**config.mk**
```make
export PLATFORM = sky130hd
export DESIGN_NAME = cla_pipe_addsub
export DESIGN_NICKNAME = d
export VERILOG_FILES = /design/src/rtl/cla_pipe_addsub.sv
export SDC_FILE = /design/constraint.sdc
export NUM_CORES = 1
export LEC_CHECK = 0
export CAP_MARGIN = 20
export CORE_ASPECT_RATIO = 0.5
export CORE_UTILIZATION = 45
export CTS_BUF_LIST = sky130_fd_sc_hd__clkbuf_4
export CTS_CLUSTER_DIAMETER = 120
export DETAILED_ROUTE_END_ITERATION = 10
export GPL_ROUTABILITY_DRIVEN = 0
export PLACE_DENSITY = 0.72
export SLEW_MARGIN = 40
export SYNTH_ARGS = -nofsm -noshare
export SYNTH_HDL_FRONTEND = slang
export SYNTH_SLANG_ARGS = --single-unit
```
**constraint.sdc**
```tcl
create_clock -name clk -period 7.9 [get_ports clk]
set_input_delay 2.37 -clock clk [delete_from_list [all_inputs] [get_ports clk]]
set_output_delay 2.37 -clock clk [all_outputs]
set_load 0.03 [all_outputs]
```
**src/rtl/cla_pipe_addsub.sv**
```systemverilog
`default_nettype none
// ============================================================================
// Module   : cla_pipe_addsub
// Desc     : Pipelined carry-lookahead adder/subtractor with valid/ready on
//            both sides. Define CLA_FLAGS_EN to add registered z/n flags.
// Revision : 1.0 - initial release
// ============================================================================
module cla_pipe_addsub #(
  parameter int WIDTH  = 32,
  parameter int BLOCK  = 4,
  parameter int STAGES = 2
) (
  input  logic             clk,
  input  logic             reset_n,
  input  logic             in_valid,
  output logic             in_ready,
  input  logic [WIDTH-1:0] a,
  input  logic [WIDTH-1:0] b,
  input  logic             ci,
  input  logic             sub,
  output logic             out_valid,
  input  logic             out_ready,
  output logic [WIDTH-1:0] s,
  output logic             co,
  output logic             ov
`ifdef CLA_FLAGS_EN
  ,
  output logic             z,
  output logic             n
`endif
);

  localparam int GPS = WIDTH / (BLOCK * STAGES);
  localparam int SW  = GPS * BLOCK;

  // Per-stage source operands: stage 0 reads the ports, later stages read
  // the registers of the stage before them.
  logic [WIDTH-1:0]  src_a [STAGES];
  logic [WIDTH-1:0]  src_b [STAGES];
  logic [WIDTH-1:0]  src_s [STAGES];
  logic [STAGES-1:0] src_c;

  logic [WIDTH-1:0]  nxt_s [STAGES];
  logic [STAGES-1:0] nxt_c;
  logic              nxt_ov;

  logic [WIDTH-1:0]  pa_q  [STAGES];
  logic [WIDTH-1:0]  pb_q  [STAGES];
  logic [WIDTH-1:0]  sum_q [STAGES];
  logic [STAGES-1:0] car_q;
  logic [STAGES-1:0] valid_q;
  logic              ov_q;

  logic [STAGES-1:0] adv;
  logic [STAGES-1:0] ld;

  always_comb begin
    src_a[0] = a;
    src_b[0] = sub ? ~b : b;
    src_c[0] = sub ? ~ci : ci;
    src_s[0] = '0;
    for (int k = 1; k < STAGES; k++) begin
      src_a[k] = pa_q[k-1];
      src_b[k] = pb_q[k-1];
      src_c[k] = car_q[k-1];
      src_s[k] = sum_q[k-1];
    end
  end

  // Stage k resolves bits k*SW .. (k+1)*SW-1: group lookahead across the
  // stage's groups, then bit lookahead inside each group from its group carry.
  always_comb begin
    logic [SW-1:0]  x;
    logic [SW-1:0]  y;
    logic [SW-1:0]  p;
    logic [SW-1:0]  g;
    logic [SW-1:0]  bc;
    logic [GPS-1:0] gp;
    logic [GPS-1:0] gg;
    logic [GPS:0]   gc;
    logic           t;
    x      = '0;
    y      = '0;
    p      = '0;
    g      = '0;
    bc     = '0;
    gp     = '0;
    gg     = '0;
    gc     = '0;
    t      = 1'b0;
    nxt_ov = 1'b0;
    nxt_c  = '0;
    for (int k = 0; k < STAGES; k++) begin
      x = src_a[k][k*SW +: SW];
      y = src_b[k][k*SW +: SW];
      p = x ^ y;
      g = x & y;
      for (int j = 0; j < GPS; j++) begin
        gp[j] = &p[j*BLOCK +: BLOCK];
        gg[j] = 1'b0;
        for (int i = 0; i < BLOCK; i++) begin
          t = g[j*BLOCK+i];
          for (int m = i + 1; m < BLOCK; m++) t = t & p[j*BLOCK+m];
          gg[j] = gg[j] | t;
        end
      end
      gc[0] = src_c[k];
      for (int j = 0; j < GPS; j++) begin
        t = src_c[k];
        for (int m = 0; m <= j; m++) t = t & gp[m];
        gc[j+1] = t;
        for (int i = 0; i <= j; i++) begin
          t = gg[i];
          for (int m = i + 1; m <= j; m++) t = t & gp[m];
          gc[j+1] = gc[j+1] | t;
        end
      end
      for (int j = 0; j < GPS; j++) begin
        for (int i = 0; i < BLOCK; i++) begin
          t = gc[j];
          for (int m = 0; m < i; m++) t = t & p[j*BLOCK+m];
          bc[j*BLOCK+i] = t;
          for (int l = 0; l < i; l++) begin
            t = g[j*BLOCK+l];
            for (int m = l + 1; m < i; m++) t = t & p[j*BLOCK+m];
            bc[j*BLOCK+i] = bc[j*BLOCK+i] | t;
          end
        end
      end
      nxt_s[k]              = src_s[k];
      nxt_s[k][k*SW +: SW]  = p ^ bc;
      nxt_c[k]              = gc[GPS];
      // Only the final stage's value survives: carry into MSB vs carry out.
      nxt_ov                = bc[SW-1] ^ gc[GPS];
    end
  end

  always_comb begin
    logic free;
    free = out_ready;
    adv  = '0;
    for (int k = STAGES - 1; k >= 0; k--) begin
      adv[k] = valid_q[k] & free;
      free   = ~valid_q[k] | adv[k];
    end
  end

  assign in_ready = ~valid_q[0] | adv[0];

  always_comb begin
    ld    = '0;
    ld[0] = in_valid & in_ready;
    for (int k = 1; k < STAGES; k++) ld[k] = adv[k-1];
  end

  always_ff @(posedge clk) begin
    if (!reset_n) begin
      valid_q <= '0;
      car_q   <= '0;
      ov_q    <= 1'b0;
      for (int k = 0; k < STAGES; k++) begin
        pa_q[k]  <= '0;
        pb_q[k]  <= '0;
        sum_q[k] <= '0;
      end
    end else begin
      for (int k = 0; k < STAGES; k++) begin
        if (ld[k]) begin
          valid_q[k] <= 1'b1;
          pa_q[k]    <= src_a[k];
          pb_q[k]    <= src_b[k];
          sum_q[k]   <= nxt_s[k];
          car_q[k]   <= nxt_c[k];
        end else if (adv[k]) begin
          valid_q[k] <= 1'b0;
        end
      end
      if (ld[STAGES-1]) ov_q <= nxt_ov;
    end
  end

`ifdef CLA_FLAGS_EN
  logic z_q;
  logic n_q;

  always_ff @(posedge clk) begin
    if (!reset_n) begin
      z_q <= 1'b0;
      n_q <= 1'b0;
    end else if (ld[STAGES-1]) begin
      z_q <= (nxt_s[STAGES-1] == '0);
      n_q <= nxt_s[STAGES-1][WIDTH-1];
    end
  end

  assign z = z_q;
  assign n = n_q;
`endif

  assign out_valid = valid_q[STAGES-1];
  assign s         = sum_q[STAGES-1];
  assign co        = car_q[STAGES-1];
  assign ov        = ov_q;

endmodule
`default_nettype wire

```
Word-level counts from Yosys, hierarchy flattened. Memory sizes are Yosys's and may differ from the RTL's. Index checks and enable logic that the tools add are counted.

Bits in registers: 5. Latch bits: 0. Bits in writable memories: 192. ROM bits: 0. Bits of input ports: 70. Output and inout port bits: 36. Logic and storage cells: 243. Memories kept: 3.

$add $sub $neg: 0. Multipliers: 0. Div/mod/pow operators: 0. $lt $le $gt $ge: 0. Equal/unequal tests: 0. Shift operators: 0. Multiplexer cells: 19. Bitwise operators: 206. Reduce and logical (&&, ||, !) cells: 10.

Memory list: pa_q (words 2, width 32, read ports 1, clocked after Yosys merged registers in 0, write ports 2, line 47) `logic [WIDTH-1:0] pa_q [STAGES];`; pb_q (words 2, width 32, read ports 1, clocked after Yosys merged registers in 0, write ports 2, line 48) `logic [WIDTH-1:0] pb_q [STAGES];`; sum_q (words 2, width 32, read ports 2, clocked after Yosys merged registers in 0, write ports 2, line 49) `logic [WIDTH-1:0] sum_q [STAGES];`.

Operators with widths (count): $mux 32 (7); $or 1x1->1 (100); $and 1x1->1 (95); $xor 16x16->16 (4); $and 16x16->16 (2); $not 32->32 (1); $reduce_and 4->1 (8); $mux 1 (12); $reduce_bool 2->1 (2); $not 1->1 (3); $xor 1x1->1 (1).

Longest topological paths before layout.
Depth after elaboration: 22. Depth in mapped cells: 15. Gate-level depth less buffers: 13.

Worst setup path before layout. No wires, ideal clock.

Kind: input -> register. From: in sub. To: mem sum_q[0][15], data pin. Library setup time: 0.261 ns. Arrival time: 4.936 ns. Data required time: 7.639 ns. Setup slack: 2.703 ns. Cell stages on the path: 15. Path buffers: 2. Cell sequence: buf_4 > buf_1 > xor2_1 > ha_1 > a21o_1 > a21o_1 > a21oi_1 > o21ai_4 > a21o_1 > ha_1 > o21ai_0 > nand2b_1 > a21oi_1 > xor2_1 > nor2_1.

RTL lines: from (decl) (line 20) `input logic sub,`; to (decl) (line 49).

Worst setup path after layout.
From: in out_ready. To: out in_ready.

Word-level cells in the longest chain between the ends: 4.

RTL lines: from (decl) (line 22) `input logic out_ready,`; $and 1x1->1 (line 143) `adv[k] = valid_q[k] & free;`; $or 1x1->1 (line 144) `free = ~valid_q[k] | adv[k];`; $and 1x1->1 (line 143); $or 1x1->1 (line 148) `assign in_ready = ~valid_q[0] | adv[0];`; to (decl) (line 16) `output logic in_ready,`.

Every way passes these cells.

==> results.cfg <==
[power_and_ir_drop]
ir_drop_mv = 0.0801
total_leakage_power_uw = 0.00260
power_density_nw_per_um2 = 191

[critical_path]
reg2regPathDepth = 11
crit_slowest_cell = clkdlybuf4s50_1
worstSetupEndpointType = output port
r2r_slack_ns = 4.84
cpMostUsedCell = clkdlybuf4s50_1
timing.rr.start = pb_q[0][16]
crit_type = in -> out
critPathBufInv = 2
cp-start-kind = input port
arrival_ns = 3.68
cp_max_fo = 3
critical_path.top_delay_family = buffers and inverters
slowest_delay_ns = 0.69
reg2reg_to = sum_q[0][63]
crit_chain = clkdlybuf4s50_1, nand3b_1, clkdlybuf4s50_1
critical_path_required_ns = 5.53

[synthesis]
synth_top_area_share_pct = 50.3
yosys_warnings = 0
synth_edf_count = 80
ys_types = 37
syn_area_um2 = 4770
syn_inst = 404
ys.flop_type = edfxtp_1
yosysTopAreaCell = edfxtp_1
yosysSeqAreaShare_pct = 52.4
async_flop_share_pct = 0
avgSynthCellArea_um2 = 11.8
synth.area.top_cells = edfxtp_1 50%, ha_1 10%, xor2_1 5.1%
synthesis.nets = 522
synth-seq-cells = 85

[floorplanning]
dieArea_um2 = 11000
coreArea_um2 = 10200
placementRows = 26
die_h_um = 74.8
initial_core_util_pct = 46.6
pin_count = 106
die_x_um = 148

[hold_path]
hold_end = valid_q[1]
worstHoldStart = valid_q[0]
worstHoldPathCells = 2
hp-class = reg -> reg

[finish]
layout.nets = 627
drive_above_1_share_pct = 5.45
n_fill_cell = 890
design_area_um2 = 6160
area_growth_pct = 29.1
instances_no_fill = 654
seqCellArea_um2 = 2500
final_util_pct = 60.1
diodes = 0
multi_input_area_um2 = 2150

[timing]
skew_ns = 0.0175
final_hold_viol_count = 0
fin_crit_sh_pct = 76.6
finalSetupViolations = 0
final.min_clock_period_ns = 6.05
slew-limit-headroom_pct = 58.1
grt_setup_unrepaired = no
slew_violations = 0
setup-tns-final_ns = 0
tightest_slew_ns = 0.628
whs_ns = 0.509
max_freq_ghz = 0.165

[detailed_routing]
dr_wl_met3_um = 305
avgRoutedWirePerCell_um = 13.6
dr_wl_met2_mm = 4.38
drc = 0
drt-met1-wl_mm = 4.05
via_per_inst = 4.88
drt-total-wl_mm = 8.87
dr.pass1.iters = 4
drt_iter0_drc = 125
ant_nets = 0
num_vias = 3189
top_layer_used = met4

[place]
placed_area_um2 = 5970
post-place-cells = 638
io_buffer_count = 105
hpwlAfterDp_mm = 6.54

[global_route]
grt_pass1_vias = 3056
grt_pass1_wl_mm = 14.2
antenna_found_initial = 0
grt_util_all_layers_pct = 17.0
grt_overflow_total = 0
grt_max_degree = 49

[clock_tree]
cts_setup_buffers = 0
cts.clk_slew.worst_paths_ns = 0.13
cts_buffers = 9
clock_sinks = 85
cts_root_buf = clkbuf_4
cts_tree = yes
ctsResizeCount = 0
cts_hold_buf = 0
insertion_delay_ns = 0.44
ctsHtreeMaxLevel = 3
cts_buffer_depth = 2

[run_status]
outcome = finished clean

[job]
max_cap_viol_count = 0
## cell usage after synthesis, drive strengths merged (8+ instances only)
| cell | count |
|---|---|
| edfxtp | 80 |
| nor2 | 53 |
| ha | 40 |
| and3 | 35 |
| xor2 | 29 |
| xnor2 | 27 |
| a21oi | 19 |
| inv | 18 |
| o21ai | 18 |
| clkbuf | 12 |
| nand2 | 12 |
| nand2b | 10 |
| fa | 8 |
## worst max-delay path by stage
stage                     startpoint            to  slack, ns  depth (start not counted)
final                      out_ready      in_ready       1.85                          3
after global routing       out_ready      in_ready       1.83                          3
after CTS                  out_ready      in_ready       1.86                          3
after detailed placement   out_ready      in_ready       1.86                          3
after global placement     out_ready      in_ready       1.90                          3
after floorplan                  sub  sum_q[0][15]       2.70                         15
## power breakdown
group	internal (uW)	total, uW	switching, uW
combinational	142	307	164
sequential	546	560	13.5
clock	164	309	146
## metrics by stage
stage               power, uW  setup WS (ns)
floorplan                 769           2.70
global placement          872           1.90
detailed placement        879           1.86
CTS                      1190           1.86
global route             1240           1.83
finish                   1180           1.85
## worst min-delay path: stages (launching register included)
cell and delay (ns):
dfxtp_1 0.36, inv_1 0.05, a21boi_0 0.06
## routing by layer
metal	global-route usage (%)	vias to the layer above
li1	-	1634
met5	0	-
met2	30.6	64
met1	20.6	1479
met3	4.12	12
met4	5.84	0
## logic make-up (layout without fill, tap and decap cells)
family	count (synthesis)	after routing	share of synthesized area [%]
XOR/XNOR	56	56	10.4
adder cells (fa/ha/maj)	48	48	13.8
buffers and inverters	33	143	2.70
AND/OR/NAND/NOR	124	124	12.8
flip-flops	85	85	52.4
AO/OA/AOI/OAI	58	58	7.76
## flip-flops by register name, summed over array words and instances (netlist names)
| signal | flops |
|---|---|
| ov | 1 |
| car_q | 2 |
| sum_q | 48 |
| valid_q | 2 |
| pb_q | 16 |
| pa_q | 16 |
## placed cells by master (no fill, tap or decap), drive strengths merged, types with 4 or more instances in the layout
cell type | synthesis | routed
a211oi | 4 | 4
a21o | 6 | 6
a21oi | 19 | 19
and3 | 35 | 35
buf | 3 | 5
clkbuf | 12 | 10
clkdlybuf4s50 | 0 | 104
dfxtp | 5 | 5
edfxtp | 80 | 80
fa | 8 | 8
ha | 40 | 40
inv | 18 | 18
nand2 | 12 | 12
nand2b | 10 | 10
nor2 | 53 | 53
nor3 | 5 | 5
o21ai | 18 | 18
xnor2 | 27 | 27
xor2 | 29 | 29
## layout make-up
| cell class | count | area share, % |
|---|---|---|
| clock buffers | 10 | 1.22 |
| clock inverters | 6 | 1.81 |
| multi-input cells | 286 | 34.9 |
| flip-flops and latches | 85 | 40.6 |
| repair buffers | 109 | 17.5 |
| inverters | 18 | 1.10 |
| well taps | 140 | 2.84 |
No activity file was read; power rests on OpenSTA's default activity.
